`src/rtl/id_ex_stage.sv`:
```
// ID/EX pipeline register with hazard control.
// Captures the decoder control bundle and operands for EX. It also:
//  - generates the load-use stall
//  - turns branch flushes into bubbles
//  - holds EX while a vector op waits for the CGRA issue handshake
// Saturating stall and vector-wait counters and a sticky timeout flag
// make stall behaviour visible to software and debug.
module id_ex_stage #(
   parameter int DATA_W   = 32,
   parameter int VTIMEOUT = 255
) (
   input  logic              clk_i,
   input  logic              rst_i,
   // ID stage
   input  logic              id_valid_i,
   input  logic              RegDst_i,
   input  logic              ALUSrc_i,
   input  logic              RegWrite_i,
   input  logic              MemRd_i,
   input  logic              MemWr_i,
   input  logic              VMemWr_i,
   input  logic              Branch_i,
   input  logic              MemToReg_i,
   input  logic              immSelect_i,
   input  logic [1:0]        ALUOp_i,
   input  logic              is_vec_i,
   input  logic [4:0]        rs1_i,
   input  logic [4:0]        rs2_i,
   input  logic [4:0]        rd_i,
   input  logic [DATA_W-1:0] rs1_data_i,
   input  logic [DATA_W-1:0] rs2_data_i,
   input  logic [DATA_W-1:0] imm_i,
   input  logic [DATA_W-1:0] pc_i,
   // hazard / handshake inputs
   input  logic              flush_i,
   input  logic              vec_ready_i,
   // upstream stall
   output logic              stall_o,
   // EX stage
   output logic              ex_valid_o,
   output logic              ex_is_vec_o,
   output logic              ex_RegDst_o,
   output logic              ex_ALUSrc_o,
   output logic              ex_RegWrite_o,
   output logic              ex_MemRd_o,
   output logic              ex_MemWr_o,
   output logic              ex_VMemWr_o,
   output logic              ex_Branch_o,
   output logic              ex_MemToReg_o,
   output logic              ex_immSelect_o,
   output logic [1:0]        ex_ALUOp_o,
   output logic [4:0]        ex_rs1_o,
   output logic [4:0]        ex_rs2_o,
   output logic [4:0]        ex_rd_o,
   output logic [DATA_W-1:0] ex_rs1_data_o,
   output logic [DATA_W-1:0] ex_rs2_data_o,
   output logic [DATA_W-1:0] ex_imm_o,
   output logic [DATA_W-1:0] ex_pc_o,
   // vector issue and status
   output logic              vec_valid_o,
   output logic              vwait_o,
   output logic [15:0]       stall_cnt_o,
   output logic              err_o
);

   localparam logic [15:0] VTIMEOUT_W = 16'(VTIMEOUT);
   localparam logic [15:0] CNT_MAX    = 16'hFFFF;

   typedef enum logic {
      RUN   = 1'b0,
      VWAIT = 1'b1
   } state_t;

   // Control bundle; all of it is cleared when a bubble is loaded.
   typedef struct packed {
      logic       reg_dst;
      logic       alu_src;
      logic       reg_write;
      logic       mem_rd;
      logic       mem_wr;
      logic       vmem_wr;
      logic       branch;
      logic       mem_to_reg;
      logic       imm_select;
      logic [1:0] alu_op;
      logic       is_vec;
   } ctrl_t;

   ctrl_t             id_ctrl;
   ctrl_t             ex_ctrl_q, ex_ctrl_d;
   logic              ex_valid_q, ex_valid_d;
   logic [4:0]        ex_rs1_q, ex_rs1_d;
   logic [4:0]        ex_rs2_q, ex_rs2_d;
   logic [4:0]        ex_rd_q, ex_rd_d;
   logic [DATA_W-1:0] ex_rs1_data_q, ex_rs1_data_d;
   logic [DATA_W-1:0] ex_rs2_data_q, ex_rs2_data_d;
   logic [DATA_W-1:0] ex_imm_q, ex_imm_d;
   logic [DATA_W-1:0] ex_pc_q, ex_pc_d;

   state_t            state_q, state_d;
   logic [15:0]       wait_cnt_q, wait_cnt_d;
   logic [15:0]       stall_cnt_q, stall_cnt_d;
   logic              err_q, err_d;

   logic              uses_rs2;
   logic              load_use;
   logic              vec_valid;
   logic              vec_hold;
   logic              stall;

   assign id_ctrl = {RegDst_i, ALUSrc_i, RegWrite_i, MemRd_i, MemWr_i, VMemWr_i,
                     Branch_i, MemToReg_i, immSelect_i, ALUOp_i, is_vec_i};

   // Hazard detection: rs1 is always a source; rs2 only when the op reads it.
   always_comb begin
      uses_rs2  = ~ALUSrc_i | MemWr_i | VMemWr_i | Branch_i;
      load_use  = id_valid_i & ex_valid_q & ex_ctrl_q.mem_rd & (ex_rd_q != 5'd0) &
                  ((ex_rd_q == rs1_i) | (uses_rs2 & (ex_rd_q == rs2_i)));
      vec_valid = ex_valid_q & ex_ctrl_q.is_vec;
      vec_hold  = vec_valid & ~vec_ready_i;
      // A flush discards ID anyway, so a load-use against it costs nothing.
      stall     = vec_hold | (load_use & ~flush_i);
   end

   // EX next state: hold for a waiting vector op, else load ID or a bubble.
   always_comb begin
      ex_valid_d    = ex_valid_q;
      ex_ctrl_d     = ex_ctrl_q;
      ex_rs1_d      = ex_rs1_q;
      ex_rs2_d      = ex_rs2_q;
      ex_rd_d       = ex_rd_q;
      ex_rs1_data_d = ex_rs1_data_q;
      ex_rs2_data_d = ex_rs2_data_q;
      ex_imm_d      = ex_imm_q;
      ex_pc_d       = ex_pc_q;
      if (!vec_hold) begin
         // Data fields are don't-care in a bubble, so they always follow ID.
         ex_rs1_d      = rs1_i;
         ex_rs2_d      = rs2_i;
         ex_rd_d       = rd_i;
         ex_rs1_data_d = rs1_data_i;
         ex_rs2_data_d = rs2_data_i;
         ex_imm_d      = imm_i;
         ex_pc_d       = pc_i;
         if (flush_i || load_use || !id_valid_i) begin
            ex_valid_d = 1'b0;
            ex_ctrl_d  = '0;
         end else begin
            ex_valid_d = 1'b1;
            ex_ctrl_d  = id_ctrl;
         end
      end
   end

   // EX pipeline register.
   always_ff @(posedge clk_i or negedge rst_i) begin
      if (!rst_i) begin
         ex_valid_q    <= 1'b0;
         ex_ctrl_q     <= '0;
         ex_rs1_q      <= '0;
         ex_rs2_q      <= '0;
         ex_rd_q       <= '0;
         ex_rs1_data_q <= '0;
         ex_rs2_data_q <= '0;
         ex_imm_q      <= '0;
         ex_pc_q       <= '0;
      end else begin
         ex_valid_q    <= ex_valid_d;
         ex_ctrl_q     <= ex_ctrl_d;
         ex_rs1_q      <= ex_rs1_d;
         ex_rs2_q      <= ex_rs2_d;
         ex_rd_q       <= ex_rd_d;
         ex_rs1_data_q <= ex_rs1_data_d;
         ex_rs2_data_q <= ex_rs2_data_d;
         ex_imm_q      <= ex_imm_d;
         ex_pc_q       <= ex_pc_d;
      end
   end

   // Vector-wait FSM, wait counter, sticky timeout and stall counter next state.
   always_comb begin
      state_d     = state_q;
      wait_cnt_d  = wait_cnt_q;
      stall_cnt_d = stall_cnt_q;
      unique case (state_q)
         RUN: begin
            // An op accepted on its first EX cycle never reaches VWAIT.
            if (vec_hold) begin
               state_d = VWAIT;
            end
         end
         VWAIT: begin
            if (vec_ready_i) begin
               state_d    = RUN;
               wait_cnt_d = '0;
            end else if (wait_cnt_q != CNT_MAX) begin
               wait_cnt_d = wait_cnt_q + 16'd1;
            end
         end
         default: state_d = RUN;
      endcase
      // The op keeps waiting after a timeout; the flag only reports it.
      err_d = err_q | (wait_cnt_d >= VTIMEOUT_W);
      if (stall && (stall_cnt_q != CNT_MAX)) begin
         stall_cnt_d = stall_cnt_q + 16'd1;
      end
   end

   // FSM and status registers; reset drops any pending vector op.
   always_ff @(posedge clk_i or negedge rst_i) begin
      if (!rst_i) begin
         state_q     <= RUN;
         wait_cnt_q  <= '0;
         stall_cnt_q <= '0;
         err_q       <= 1'b0;
      end else begin
         state_q     <= state_d;
         wait_cnt_q  <= wait_cnt_d;
         stall_cnt_q <= stall_cnt_d;
         err_q       <= err_d;
      end
   end

   assign stall_o        = stall;
   assign ex_valid_o     = ex_valid_q;
   assign ex_is_vec_o    = ex_ctrl_q.is_vec;
   assign ex_RegDst_o    = ex_ctrl_q.reg_dst;
   assign ex_ALUSrc_o    = ex_ctrl_q.alu_src;
   assign ex_RegWrite_o  = ex_ctrl_q.reg_write;
   assign ex_MemRd_o     = ex_ctrl_q.mem_rd;
   assign ex_MemWr_o     = ex_ctrl_q.mem_wr;
   assign ex_VMemWr_o    = ex_ctrl_q.vmem_wr;
   assign ex_Branch_o    = ex_ctrl_q.branch;
   assign ex_MemToReg_o  = ex_ctrl_q.mem_to_reg;
   assign ex_immSelect_o = ex_ctrl_q.imm_select;
   assign ex_ALUOp_o     = ex_ctrl_q.alu_op;
   assign ex_rs1_o       = ex_rs1_q;
   assign ex_rs2_o       = ex_rs2_q;
   assign ex_rd_o        = ex_rd_q;
   assign ex_rs1_data_o  = ex_rs1_data_q;
   assign ex_rs2_data_o  = ex_rs2_data_q;
   assign ex_imm_o       = ex_imm_q;
   assign ex_pc_o        = ex_pc_q;
   assign vec_valid_o    = vec_valid;
   assign vwait_o        = (state_q == VWAIT);
   assign stall_cnt_o    = stall_cnt_q;
   assign err_o          = err_q;

endmodule

```
`config.mk`:
```
export PLATFORM = sky130hd
export DESIGN_NAME = id_ex_stage
export DESIGN_NICKNAME = d
export VERILOG_FILES = /design/src/rtl/id_ex_stage.sv
export SDC_FILE = /design/constraint.sdc
export NUM_CORES = 1
export LEC_CHECK = 0
export CAP_MARGIN = 20
export CORE_MARGIN = 2
export CORE_UTILIZATION = 46
export DETAILED_ROUTE_END_ITERATION = 10
export PLACE_DENSITY = 0.86
export SLEW_MARGIN = 30
export SYNTH_ARGS = -nofsm -noshare
export SYNTH_HDL_FRONTEND = slang
export SYNTH_SLANG_ARGS = --single-unit
```
`constraint.sdc`:
```
create_clock -name clk_i -period 5 [get_ports clk_i]
set_input_delay 1.5 -clock clk_i [delete_from_list [all_inputs] [get_ports clk_i]]
set_output_delay 1.5 -clock clk_i [all_outputs]
set_load 0.005 [all_outputs]
```
==> metrics <==
Total Routed Length 23.4 mm; critical path class input port to primary output; Die Y 134 um; Leakage 5.51 nW; CTS Root Buffer Type clkbuf_16; CP top delay family buffers and inverters; Peak VDD IR 252 uV; sequential fraction of the synthesis area 60.9%; outcome complete, no violations; largest cells by area after synthesis dfrtp_1 (61%), nand2_1 (21%), xnor2_1 (3.0%); power density cells 308 nW/um^2; arrival time worst endpoint 3.39 ns; Cell Area, Synth 7800 um^2; Synth top area share 60.9%; FP Rows 47; TritonCTS clock tree done; syn avg cell area 9.27 um^2; slowest cell delay on critical path 0.52 ns; GR Util All Layers 26.9%; buffers and inverters on the worst path 3; Max Cap Violations 0; Hold Buf Count CTS 0; Setup WS post-layout 0.112 ns; crit share post-route 97.8%; largest net degree at the start of global routing 157; Critical Path Fanout Max 2; initial antenna violation count 2; vias in the first global route 7225; Clk Latency, worst-skew pair 0.43 ns; commonest non-fill, non-tap cell in the layout nand2_1; commonest cells after routing, fill and taps aside nand2_1 (442), clkdlybuf4s50_1 (334), dfrtp_1 (190); DRC errors left 0; pre-CTS WS 0.0646 ns; xor-xnor portion of the synthesized cell area 3.37%; final hold viol count 0; Die Wd 134 um; IO buf count 335; Via density 5.03; fin nets 1323; EDFF count, synth 0; Die ar. 18000 um^2; min Tclk post-route 4.89 ns; Mapped Cells 842; DR iter-0 viols 455; Inserted Clock Buffers 17; clock-pin slew on the worst setup and hold paths 0.06 ns; clk sinks 190; core area 16600 um^2; GRT overflow 0; async set-or-reset flop fraction in the synthesized netlist 100%; Post CTS Setup Buffer Count 0; Hold/Removal Path Class register to register; TritonRoute pass-1 iters 6; Area Growth Syn to Fin 53.4%; ANT nets after route 0; main combinational cell family by area after synthesis simple AND/OR/NAND/NOR gates; slew margin rel. 43.9%; synth warn 0; first-pass GRT wire length 37.5 mm; area leader, netlist dfrtp_1; multiplexer share of the synthesized area 0.144%; Synth Area in Simple Gates 28.2%; most used cell along the critical path clkdlybuf4s50_1; final setup TNS 0 ns; CTS Buffer Depth 2; DR vias 7009; slowest CP cell clkdlybuf4s50_1; clock skew 0.00968 ns; gp weighted congestion 0.899; number of setup violations in the final report 0; worst endpoint required time 3.50 ns; count of final max-slew check failures 0; HPWL after DPL 16.5 mm; post-synthesis cell type count 52; RSZ-0062 raised after global routing no; syn_nets 1004; Wirelength per Cell 16.8 um; Main synth FF type dfrtp_1; slew at the pin closest to its max-slew limit 0.842 ns; Synth Area in Compound Gates 4.38%; cell breakdown of the critical path clkdlybuf4s50_1, xnor2_1, nand3_1, o22ai_1, buf_4, o2111ai_1, o21ai_0, clkdlybuf4s50_1; Synth Area in Adders 0.321%; fmax 205 MHz; H-Tree Depth 4; IO Count 336; initial core utilization 47.0%; post-synthesis sequential element count 190; layout cell share with drive strength beyond 1 5.03%; crit start category input port; Critical Path End Type primary output
through the flow:
step	cell area (um^2)	instances	hold WS [ns]	util [%]	total power [mW]
global placement	11300	1362	0.448	68.4	2.30
global route	12000	1392	0.484	72.2	3.85
CTS	12000	1392	0.469	72.1	3.72
detailed placement	11300	1362	0.455	68.4	2.31
finish	12000	1393	0.464	72.2	3.69
floorplan	7800	842	0.463	-	1.92
power by group:
group / leakage [nW] / total [mW] / switching (mW) / internal (mW)
Combinational: 2.93 / 0.539 / 0.209 / 0.330
Clock: 0.289 / 1.40 / 0.569 / 0.826
Sequential: 2.29 / 1.75 / 0.107 / 1.65
Total: 5.51 / 3.69 / 0.885 / 2.80
worst min-delay path, cell delays in order (launching register included):
cell     delay, ns
dfrtp_1       0.34
nand2_1       0.05
nand2_1       0.05
state kept, by name, indices dropped and copies added (netlist names), 2 cells and up:
| signal | cells |
|---|---|
| ex_imm_o | 32 |
| ex_pc_o | 32 |
| ex_rs1_data_o | 32 |
| ex_rs2_data_o | 32 |
| stall_cnt_o | 16 |
| wait_cnt_q | 16 |
| ex_rd_o | 5 |
| ex_rs1_o | 5 |
| ex_rs2_o | 5 |
| ex_ALUOp_o | 2 |
cells in the mapped netlist, types with 3 or more instances:
master      n
buf_2       5
clkbuf_1   31
and3_1      3
nor4_1      8
inv_1       6
a21oi_1     8
o21ai_0     6
nand2_1   443
xnor2_1    27
nand3_1    13
dfrtp_1   190
buf_1       4
and2_1      3
nand4_1    17
xor2_1      3
a22o_1     12
nor2_1     15
cell families (layout without fill, tap and decap cells):
kind of cell	after synthesis	in the layout
simple gates	525	525
flops	190	190
buf+inv	49	379
compound gates	45	45
xor+xnor	30	30
fa+ha+maj	2	2
mux	1	1
other cells	0	1
path summary, 6_finish.rpt:
check	startpoint	to	slack (ns)	cells past startpoint
max in group asynchronous	rst_i	ex_rs2_o[3]	2.90	2
max reg2reg	ex_valid_o	stall_cnt_o[1]	2.16	7
min	ex_rs1_data_o[0]	ex_rs1_data_o[0]	0.46	2
max	rs1_i[0]	stall_o	0.11	8
min reg2reg	ex_rs1_data_o[0]	ex_rs1_data_o[0]	0.46	2
min in group asynchronous	rst_i	stall_cnt_o[5]	1.14	1
routing by layer:
layer	wire length (um)	vias to the layer above	share of wire (%)	GRT usage [%]
met3	1940	64	8.3	10.2
met4	919	0	3.9	11.8
li1	-	3327	-	-
met5	0	-	0	0
met1	8850	3334	38	31.3
met2	11700	284	50	44.6
cell type report:
type | count | area, um^2
fill | 1178 | 4610
clock buffer | 22 | 474
multi-input combinational | 603 | 2870
tap | 220 | 275
antenna | 1 | 2.50
sequential | 190 | 4750
inverter | 7 | 28.8
clock inverter | 8 | 131
timing repair buffer | 342 | 3430
what timing repair did:
action                                  4_1_cts  5_1_grt
endpoints found under the setup margin        0        1
hold endpoints to repair                      0        0
gates resized for setup                       0        2
Note: power is estimated with default switching activity, not from simulation.
